==> config.mk <==
export PLATFORM = sky130hd
export DESIGN_NAME = pc_sequencer
export DESIGN_NICKNAME = d
export VERILOG_FILES = /design/src/rtl/pc_sequencer_pkg.sv /design/src/rtl/pc_sequencer_target_calc.sv /design/src/rtl/pc_sequencer.sv
export SDC_FILE = /design/constraint.sdc
export NUM_CORES = 1
export LEC_CHECK = 0
export CORE_ASPECT_RATIO = 0.9
export CORE_UTILIZATION = 51
export CTS_BUF_LIST = sky130_fd_sc_hd__clkbuf_16
export CTS_CLUSTER_DIAMETER = 80
export DETAILED_ROUTE_END_ITERATION = 8
export HOLD_SLACK_MARGIN = 0.1
export PLACE_DENSITY_LB_ADDON = 0.08
export SYNTH_ARGS = -nofsm -noshare
export SYNTH_HDL_FRONTEND = slang
export SYNTH_SLANG_ARGS = --single-unit
==> constraint.sdc <==
create_clock -name clk -period 4 [get_ports clk]
set_input_delay 0.6 -clock clk [delete_from_list [all_inputs] [get_ports clk]]
set_output_delay 0.6 -clock clk [all_outputs]
set_load 0.01 [all_outputs]
==> src/rtl/pc_sequencer_pkg.sv <==
// Shared constants for the fetch PC sequencer.
// State encodings, widths and the default reset vector.
package pc_sequencer_pkg;

  localparam int PC_W = 32;
  localparam logic [PC_W-1:0] RESET_PC_DEF = 32'h4000_0000;

  typedef enum logic [1:0] {
    BOOT = 2'd0,
    RUN  = 2'd1,
    HOLD = 2'd2
  } seq_state_e;

  typedef struct packed {
    logic            event_v;
    logic [PC_W-1:0] target;
  } redir_t;

endpackage

==> src/rtl/pc_sequencer_target_calc.sv <==
// Branch / jump / jump-register target generation and link address.
// Purely combinational; jr beats jump beats branch.
import pc_sequencer_pkg::*;

module pc_target_calc (
  input  logic [PC_W-1:0] ex_pc,
  input  logic [15:0]     ex_imm16,
  input  logic [25:0]     ex_index26,
  input  logic [PC_W-1:0] jr_target,
  input  logic            branch_valid,
  input  logic            take_branch,
  input  logic            jump_valid,
  input  logic            jr_valid,
  output redir_t          redir,
  output logic [PC_W-1:0] link_addr
);

  logic [PC_W-1:0] seq_pc;
  logic [PC_W-1:0] br_tgt;
  logic [PC_W-1:0] j_tgt;
  logic [PC_W-1:0] jr_tgt;

  assign seq_pc    = ex_pc + 32'd4;
  assign link_addr = ex_pc + 32'd8;
  assign br_tgt    = seq_pc + {{14{ex_imm16[15]}}, ex_imm16, 2'b00};
  assign j_tgt     = (seq_pc & 32'hF000_0000)
                   | {4'b0000, ex_index26, 2'b00};
  assign jr_tgt    = jr_target & ~32'd3;

  // Overlapping valids are possible, so an ordered chain, not a unique case.
  always_comb begin
    redir.event_v = 1'b0;
    redir.target  = br_tgt;
    if (jr_valid) begin
      redir.event_v = 1'b1;
      redir.target  = jr_tgt;
    end else if (jump_valid) begin
      redir.event_v = 1'b1;
      redir.target  = j_tgt;
    end else if (branch_valid && take_branch) begin
      redir.event_v = 1'b1;
      redir.target  = br_tgt;
    end
  end

endmodule

==> src/rtl/pc_sequencer.sv <==
// Fetch PC register, stall/redirect sequencing and delay-slot aware redirect.
// Define PC_SEQ_BRANCH_STATS_EN to build the branch statistics counters.
import pc_sequencer_pkg::*;

module pc_sequencer #(
  parameter logic [31:0] RESET_PC = RESET_PC_DEF
) (
  input  logic        clk,
  input  logic        rst,
  input  logic        stall,
  input  logic        branch_valid,
  input  logic        take_branch,
  input  logic        jump_valid,
  input  logic        jr_valid,
  input  logic [31:0] ex_pc,
  input  logic [15:0] ex_imm16,
  input  logic [25:0] ex_index26,
  input  logic [31:0] jr_target,
  output logic [31:0] pc,
  output logic        fetch_valid,
  output logic        redirect,
  output logic [31:0] link_addr,
  output logic [31:0] branch_taken_cnt,
  output logic [31:0] branch_total_cnt
);

  redir_t redir;

  pc_target_calc u_calc (
    .ex_pc        (ex_pc),
    .ex_imm16     (ex_imm16),
    .ex_index26   (ex_index26),
    .jr_target    (jr_target),
    .branch_valid (branch_valid),
    .take_branch  (take_branch),
    .jump_valid   (jump_valid),
    .jr_valid     (jr_valid),
    .redir        (redir),
    .link_addr    (link_addr)
  );

  seq_state_e      state_q, state_d;
  logic [PC_W-1:0] pc_q, pc_d;
  logic [PC_W-1:0] pend_q, pend_d;
  logic            fv_q, fv_d;
  logic            redir_q, redir_d;

  always_comb begin
    state_d = state_q;
    pc_d    = pc_q;
    pend_d  = pend_q;
    fv_d    = fv_q;
    redir_d = 1'b0;
    case (state_q)
      BOOT: begin
        state_d = RUN;
        fv_d    = 1'b1;
      end
      RUN: begin
        if (!stall) begin
          if (redir.event_v) begin
            pc_d    = redir.target;
            redir_d = 1'b1;
          end else begin
            pc_d = pc_q + 32'd4;
          end
        end else if (redir.event_v) begin
          pend_d  = redir.target;
          state_d = HOLD;
        end
      end
      // The frozen execute stage re-presents its instruction; ignore it.
      HOLD: begin
        if (!stall) begin
          pc_d    = pend_q;
          redir_d = 1'b1;
          state_d = RUN;
        end
      end
      default: begin
        state_d = BOOT;
        fv_d    = 1'b0;
      end
    endcase
  end

  always_ff @(posedge clk or posedge rst) begin
    if (rst) begin
      state_q <= BOOT;
      pc_q    <= RESET_PC;
      pend_q  <= '0;
      fv_q    <= 1'b0;
      redir_q <= 1'b0;
    end else begin
      state_q <= state_d;
      pc_q    <= pc_d;
      pend_q  <= pend_d;
      fv_q    <= fv_d;
      redir_q <= redir_d;
    end
  end

  assign pc          = pc_q;
  assign fetch_valid = fv_q;
  assign redirect    = redir_q;

`ifdef PC_SEQ_BRANCH_STATS_EN
  logic [31:0] tot_q, tot_d;
  logic [31:0] tkn_q, tkn_d;
  logic        cnt_en;

  assign cnt_en = (state_q == RUN) && !stall && branch_valid;

  always_comb begin
    tot_d = tot_q;
    tkn_d = tkn_q;
    if (cnt_en) begin
      tot_d = tot_q + 32'd1;
      if (take_branch) tkn_d = tkn_q + 32'd1;
    end
  end

  always_ff @(posedge clk or posedge rst) begin
    if (rst) begin
      tot_q <= '0;
      tkn_q <= '0;
    end else begin
      tot_q <= tot_d;
      tkn_q <= tkn_d;
    end
  end

  assign branch_total_cnt = tot_q;
  assign branch_taken_cnt = tkn_q;
`else
  assign branch_total_cnt = '0;
  assign branch_taken_cnt = '0;
`endif

endmodule

==> flow_metrics.tcl <==
set metrics [dict create \
    ff2ff_path_depth 8 \
    cts_max_level 3 \
    synth-seq-area-share_pct 23.24 \
    rows 41 \
    clkSinkCount 68 \
    dr.pass1.iters 7 \
    ys_types 76 \
    clock_path_buffers 2 \
    synth.avg_cell_area_um2 7.432 \
    place_inst 1434 \
    grt_pass1_vias 7013 \
    fp.dieH_um 115.7 \
    ios 243 \
    status "completed" \
    fmax_mhz 262.1 \
    worstSetupStartpointType "input port" \
    area_growth_pct 39.95 \
    ys_async_sr_fraction_pct 100.0 \
    drv_slew 0 \
    grt-ovfl-total 0 \
    hold_viol_final 0 \
    grt_first_pass_wirelength_mm 34.34 \
    antenna_left 0 \
    core_um2 14000 \
    required_ns 4.25 \
    utilization_pct 73.23 \
    synthFlopType "dfrtp_1" \
    hold_start "pc[1]$_DFFE_PP0P_" \
    cts_hold_buf 0 \
    gp_congestion 0.9297 \
    cts_tree "built" \
    syn_area_um2 7328 \
    cts_root_buf "clkbuf_16" \
    track_usage_pct 29.35 \
    critPathMaxFanout 7 \
    worst_ep_arrival_time_ns 4.06 \
    synth_top_cell_area_share_pct 22.88 \
    worstMarginPinSlew_ns 0.8530 \
    synth_seq_cells 68 \
    reg2reg_to "pc[16]$_DFFE_PP0P_" \
    portBuffers 176 \
    initial_utilization_pct 52.33 \
    critPathCaptureType "flip-flop" \
    grt_max_degree 60 \
    drive_above_1_share_pct 16.20 \
    yosys_warnings 0 \
    crit_type "input port to flip-flop" \
    drtIter0Drc 644 \
    synth-edff-count 0 \
    hold_depth 2 \
    worstHoldPathType "flip-flop to flip-flop" \
    wl_mm 22.03 \
    cts_buffers 9 \
    num-fill-cells 1167 \
    rsz0062_at_grt "yes" \
    rrSetupSlack_ns 1.41 \
    period_share_pct 95.37 \
    instances_no_fill 1453 \
    rr_startpoint "state_q[0]$_DFFE_PP0P_" \
    p_leak_nw 4.462 \
    synth_largest_area_cell "dfrtp_1" \
    drc 0 \
    syn_inst 986 \
    fin_skew_ns 0.003551 \
    period_minus_slack_ns 3.815 \
    dpl.hpwl_mm 17.13 \
    viasPerCell 5.427 \
    clkTransAtPathRegs_ns 0.05 \
    num-nets-final 1409 \
    die_area_um2 14850 \
    antenna_found_initial 3 \
    vias 7885 \
    slew_headroom_pct 42.69 \
    holdPathEnd "pc[1]$_DFFE_PP0P_" \
    drv_cap 0 \
    vdd_drop_max_mv 0.3168 \
    die_w_um 128.4 \
    worst_skew_pair.late_latency_ns 0.34 \
    cellPowerDensity_nw_per_um2 413.7 \
    tns_ns 0 \
    avgRoutedWirePerCell_um 15.16 \
    synthTopCellsByArea "dfrtp_1 23%, nand2_1 7.2%, ha_1 7.0%" \
    finalSetupViolations 0 \
]
synthesized netlist by cell type, types with 9 or more instances:
| library cell | instances |
|---|---|
| o21ai_0 | 90 |
| a21oi_1 | 74 |
| ha_1 | 41 |
| xor2_1 | 53 |
| nand3_1 | 43 |
| dfrtp_1 | 67 |
| mux2i_1 | 9 |
| nor2_1 | 82 |
| nor3_1 | 14 |
| a211oi_1 | 9 |
| a21o_1 | 10 |
| nand2_1 | 141 |
| inv_1 | 14 |
| buf_4 | 68 |
| nand4_1 | 20 |
| xnor2_1 | 41 |
| and3_1 | 16 |
| o211ai_1 | 16 |
| clkbuf_1 | 44 |
| a31oi_1 | 9 |
per-layer routing:
layer	wire, um	track usage, %	vias to the layer above
met5	23	0	-
met4	427	9.725	4
met3	1693	5.725	35
met2	10390	48.90	321
met1	9495	38.24	3608
li1	-	-	3917
worst max-delay path, cell delays in order:
cell and delay (ns):
clkdlybuf4s50_1 0.48, and3_4 0.19, buf_4 0.14, nand4_1 0.22, nor2_2 0.21, buf_4 0.14
xor2_2 0.13, ha_1 0.28, a21oi_2 0.18, o211ai_1 0.12, a21oi_2 0.19, o31ai_4 0.11
nand3_2 0.14, o21ai_1 0.11, and4b_1 0.20, or3_4 0.36, a221oi_2 0.26
logic make-up after synthesis:
kind of cell    count (synthesis)  synth area share (%)
compound gates                268                 22.49
xor+xnor                       94                 11.23
fa+ha+maj                      42                 7.273
buf+inv                       133                 10.36
flops                          68                 23.24
mux                            12                 1.690
other cells                     1               0.05117
simple gates                  368                 23.66
power breakdown:
group          total (mW)  internal, mW  switching, mW
logic                2.21          1.08           1.14
clock network       0.686         0.404          0.281
registers            1.34          1.02          0.323
total                4.24          2.50           1.74
per-stage QoR:
stage / cell area, um^2 / hold WS [ns] / power [mW] / setup WS (ns)
final: 10260 / 0.4739 / 4.243 / 0.1851
after global routing: 10250 / 0.4886 / 4.537 / -0.02633
after CTS: 10120 / 0.4737 / 4.193 / 0.05036
after detailed placement: 9866 / 0.4623 / 3.492 / -0.2946
after global placement: 9866 / 0.4451 / 3.434 / -0.2256
after floorplan: 7565 / 0.4334 / 2.585 / 0.1879
placed cells by master (no fill, tap or decap), types with 4 or more instances in the layout:
| cell | netlist | layout |
|---|---|---|
| a211oi_1 | 9 | 9 |
| nor3_1 | 14 | 11 |
| ha_1 | 41 | 40 |
| nor3_2 | 1 | 4 |
| conb_1 | 1 | 64 |
| nor4_1 | 8 | 7 |
| inv_1 | 14 | 16 |
| a31o_2 | 4 | 4 |
| o211ai_1 | 16 | 16 |
| or2_2 | 5 | 5 |
| mux2i_1 | 9 | 7 |
| a21o_1 | 10 | 10 |
| nand2b_1 | 7 | 7 |
| o31ai_1 | 6 | 5 |
| dfrtp_1 | 67 | 67 |
| and4_1 | 4 | 4 |
| clkdlybuf4s50_1 | 0 | 174 |
| xnor2_1 | 41 | 41 |
| clkbuf_16 | 0 | 9 |
| a21oi_1 | 74 | 68 |
| o22ai_1 | 8 | 8 |
| or3_1 | 7 | 6 |
| o21ai_0 | 90 | 84 |
| nor2_1 | 82 | 78 |
| xor2_1 | 53 | 52 |
| o21ai_1 | 3 | 8 |
| buf_4 | 68 | 136 |
| a21oi_2 | 3 | 9 |
| nand2_1 | 141 | 141 |
| a31oi_1 | 9 | 8 |
| and3_1 | 16 | 15 |
| nand3_1 | 43 | 42 |
| nand4_1 | 20 | 20 |
registers in the layout, summed over array words and instances (netlist names):
name	flops
pc	32
redirect	1
state_q	2
fetch_valid	1
pend_q	32
cell type report:
type                    instances  area (um^2)  area share, %
diodes                          1        2.502        0.02440
clock buffers                   9        225.2          2.196
clock inverters                 7        27.53         0.2684
inverters                      15        56.30         0.5490
multi-input cells             848         5220          50.90
flip-flops and latches         68         1703          16.60
well taps                     193        241.5          2.355
repair buffers                312         2780          27.11
timing repair:
action	CTS	global route
setup buffers	0	2
setup endpoints to repair	0	27
resized for setup	0	35
how the worst max path moves through the flow:
stage               slack [ns]  cells past startpoint                  to  startpoint
floorplan                 0.19                     16  pc[30]$_DFFE_PP1P_    ex_pc[3]
global placement         -0.23                     17  pc[30]$_DFFE_PP1P_    ex_pc[3]
detailed placement       -0.29                     17  pc[30]$_DFFE_PP1P_    ex_pc[3]
CTS                       0.05                     17  pc[30]$_DFFE_PP1P_    ex_pc[3]
global route             -0.03                     19  pc[29]$_DFFE_PP0P_    ex_pc[6]
finish                    0.19                     17  pc[30]$_DFFE_PP1P_    ex_pc[5]
(Power assumes the default switching activity.)
==> edit (config.mk and constraints unchanged) <==
Add a define of `PC_SEQ_BRANCH_STATS_EN`.
--- a/src/rtl/pc_sequencer.sv
+++ b/src/rtl/pc_sequencer.sv
@@ -2,2 +2,4 @@
 // Define PC_SEQ_BRANCH_STATS_EN to build the branch statistics counters.
+`define PC_SEQ_BRANCH_STATS_EN
+
 import pc_sequencer_pkg::*;
Function: changed (a bounded check fails within 4 cycles, from zero or initial values and one cycle with rst high).
==> edit against the original RTL <==
- register-to-register slack got worse by 170 ps
- routed wire length rose by 34%
- non-clock buffer count rose by 80
- final area rose by 37%
- area after synthesis rose by 31%
- total power rose by 48%
- sequential cell count rose by 64
- largest cell class unchanged
- clock skew rose by 8.4 ps
- setup slack improved by 90 ps
- die area rose by 31%
- sequential power rose by 56%
- highest routed layer unchanged
- critical endpoint unchanged
- final cell count rose by 21%
- sequential share of layout area rose by 6.9 points
- critical path type unchanged
==> edit: results (changes against the original RTL) <==
- Outcome: complete, no violations
- Wire per inst: 16.8 um (+11%)
- Initial antenna violation count: 10 (+7)
- # Post-CTS Setup Buffers: 2 (+2)
- RD Place Congestion: 0.954 (+2.6%)
- Tightest Pin Transition: 720 ps (-133 ps)
- 1st-iter DRT viols: 608 (-5.6%)
- First-pass GRT wire length: 47500 um (+38%)
- Slowest cell on crit path: a222oi_1
- Largest net degree at the start of global routing: 95 (+58%)
- P_leak: 6.09 nW (+37%)
- Synth cell types: 78 (+2.6%)
- Hpwl dp: 22400 um (+31%)
- Post-synthesis sequential area ratio: 34.4% (+11 points)
- H-tree levels: 4 (+1)
- Total number of vias: 9868 (+25%)
- Max rail drop VDD: 0.370 mV (+17%)
- Wirelength, routed: 29500 um (+34%)
- Post-Synth XOR/XNOR Area: 14.0% (+2.8 points)
- Psw: 0.00225 W (+29%)
- Total power draw: 0.00626 W (+48%)
- Post-synthesis mux area share: 1.55% (-0.14 points)
- Ranking of synthesized cells by area: dfrtp_1 34%, xnor2_1 9.6%, nand2_1 6.2%
- Post-CTS sizing: 11 (+11)
- Post-Synth Adder-Cell Area: 5.81% (-1.5 points)
- DR pass1 iterations: 6 (-1)
- Combinational power: 0.00243 W (+10%)
- Layout cells sized above 1: 16.0% (-0.23 points)
- DP Cell Count: 1719 (+20%)
- Sequential Power Share: 33.4% (+1.7 points)
- Arrival @ worst endpoint: 4040 ps (-20 ps)
- Gr usage total: 30.6% (+1.2 points)
- Commonest cells post-synth: 160 x nand2_1, 131 x dfrtp_1, 105 x xnor2_1, 99 x nor2_1, 75 x o21ai_0
- CP max stage delay: 340 ps (-140 ps)
- Vias in the first global route: 9426 (+34%)
- CP max FO: 3 (-4)
- Ys Warns: 0 (unchanged)
- Compound-cell area share of the yosys netlist: 19.0% (-3.4 points)
- Layout Skew: 11.9 ps (+8.39 ps)
-- edit: path summary, 6_finish.rpt --
path                       slack (ps)                    to                 start  cells past startpoint
setup / recovery                  280                pc[30]              ex_pc[4]                     18
hold / removal                    470  branch_taken_cnt[31]  branch_taken_cnt[31]                      1
setup reg to reg                 1240  branch_taken_cnt[28]            state_q[1]                     12
hold reg to reg                   470  branch_taken_cnt[31]  branch_taken_cnt[31]                      1
max in group asynchronous        2910             pend_q[4]                   rst                      3
min in group asynchronous         680            pend_q[18]                   rst                      3
-- edit: final cells by class --
cell class | instances | area [um^2]
Multi-Input combinational cell | 931 | 6100
Fill cell | 1433 | 4370
Timing Repair Buffer | 392 | 3570
Sequential cell | 132 | 3300
Clock buffer | 17 | 425
Tap cell | 245 | 307
Clock inverter | 15 | 230
Inverter | 22 | 86.3
Antenna cell | 5 | 12.5
-- edit: per-stage QoR --
step	cell area [um^2]	setup TNS, ps	setup WS [ps]	util (%)
floorplan	9620	0	120	-
global placement	13200	-7200	-416	71.8
detailed placement	13200	-9570	-500	71.8
CTS	13900	0	2.08	75.7
global route	14000	0	44.4	76.2
finish	14000	0	275	76.2
-- edit: routing by layer --
| metal | part of all wire [%] | vias up | track usage (%) |
|---|---|---|---|
| met4 | 2.5 | 8 | 10.8 |
| met2 | 46 | 420 | 48.9 |
| met3 | 9.3 | 60 | 8.30 |
| li1 | - | 4775 | - |
| met5 | 0.16 | - | 0 |
| met1 | 42 | 4605 | 39.7 |
-- edit: critical path: cells and delay by family --
family	cells	cell delay (ps)
AO/OA/AOI/OAI	6	1250
XOR/XNOR	2	320
adder cells (fa/ha/maj)	2	480
buffers and inverters	3	580
AND/OR/NAND/NOR	5	810
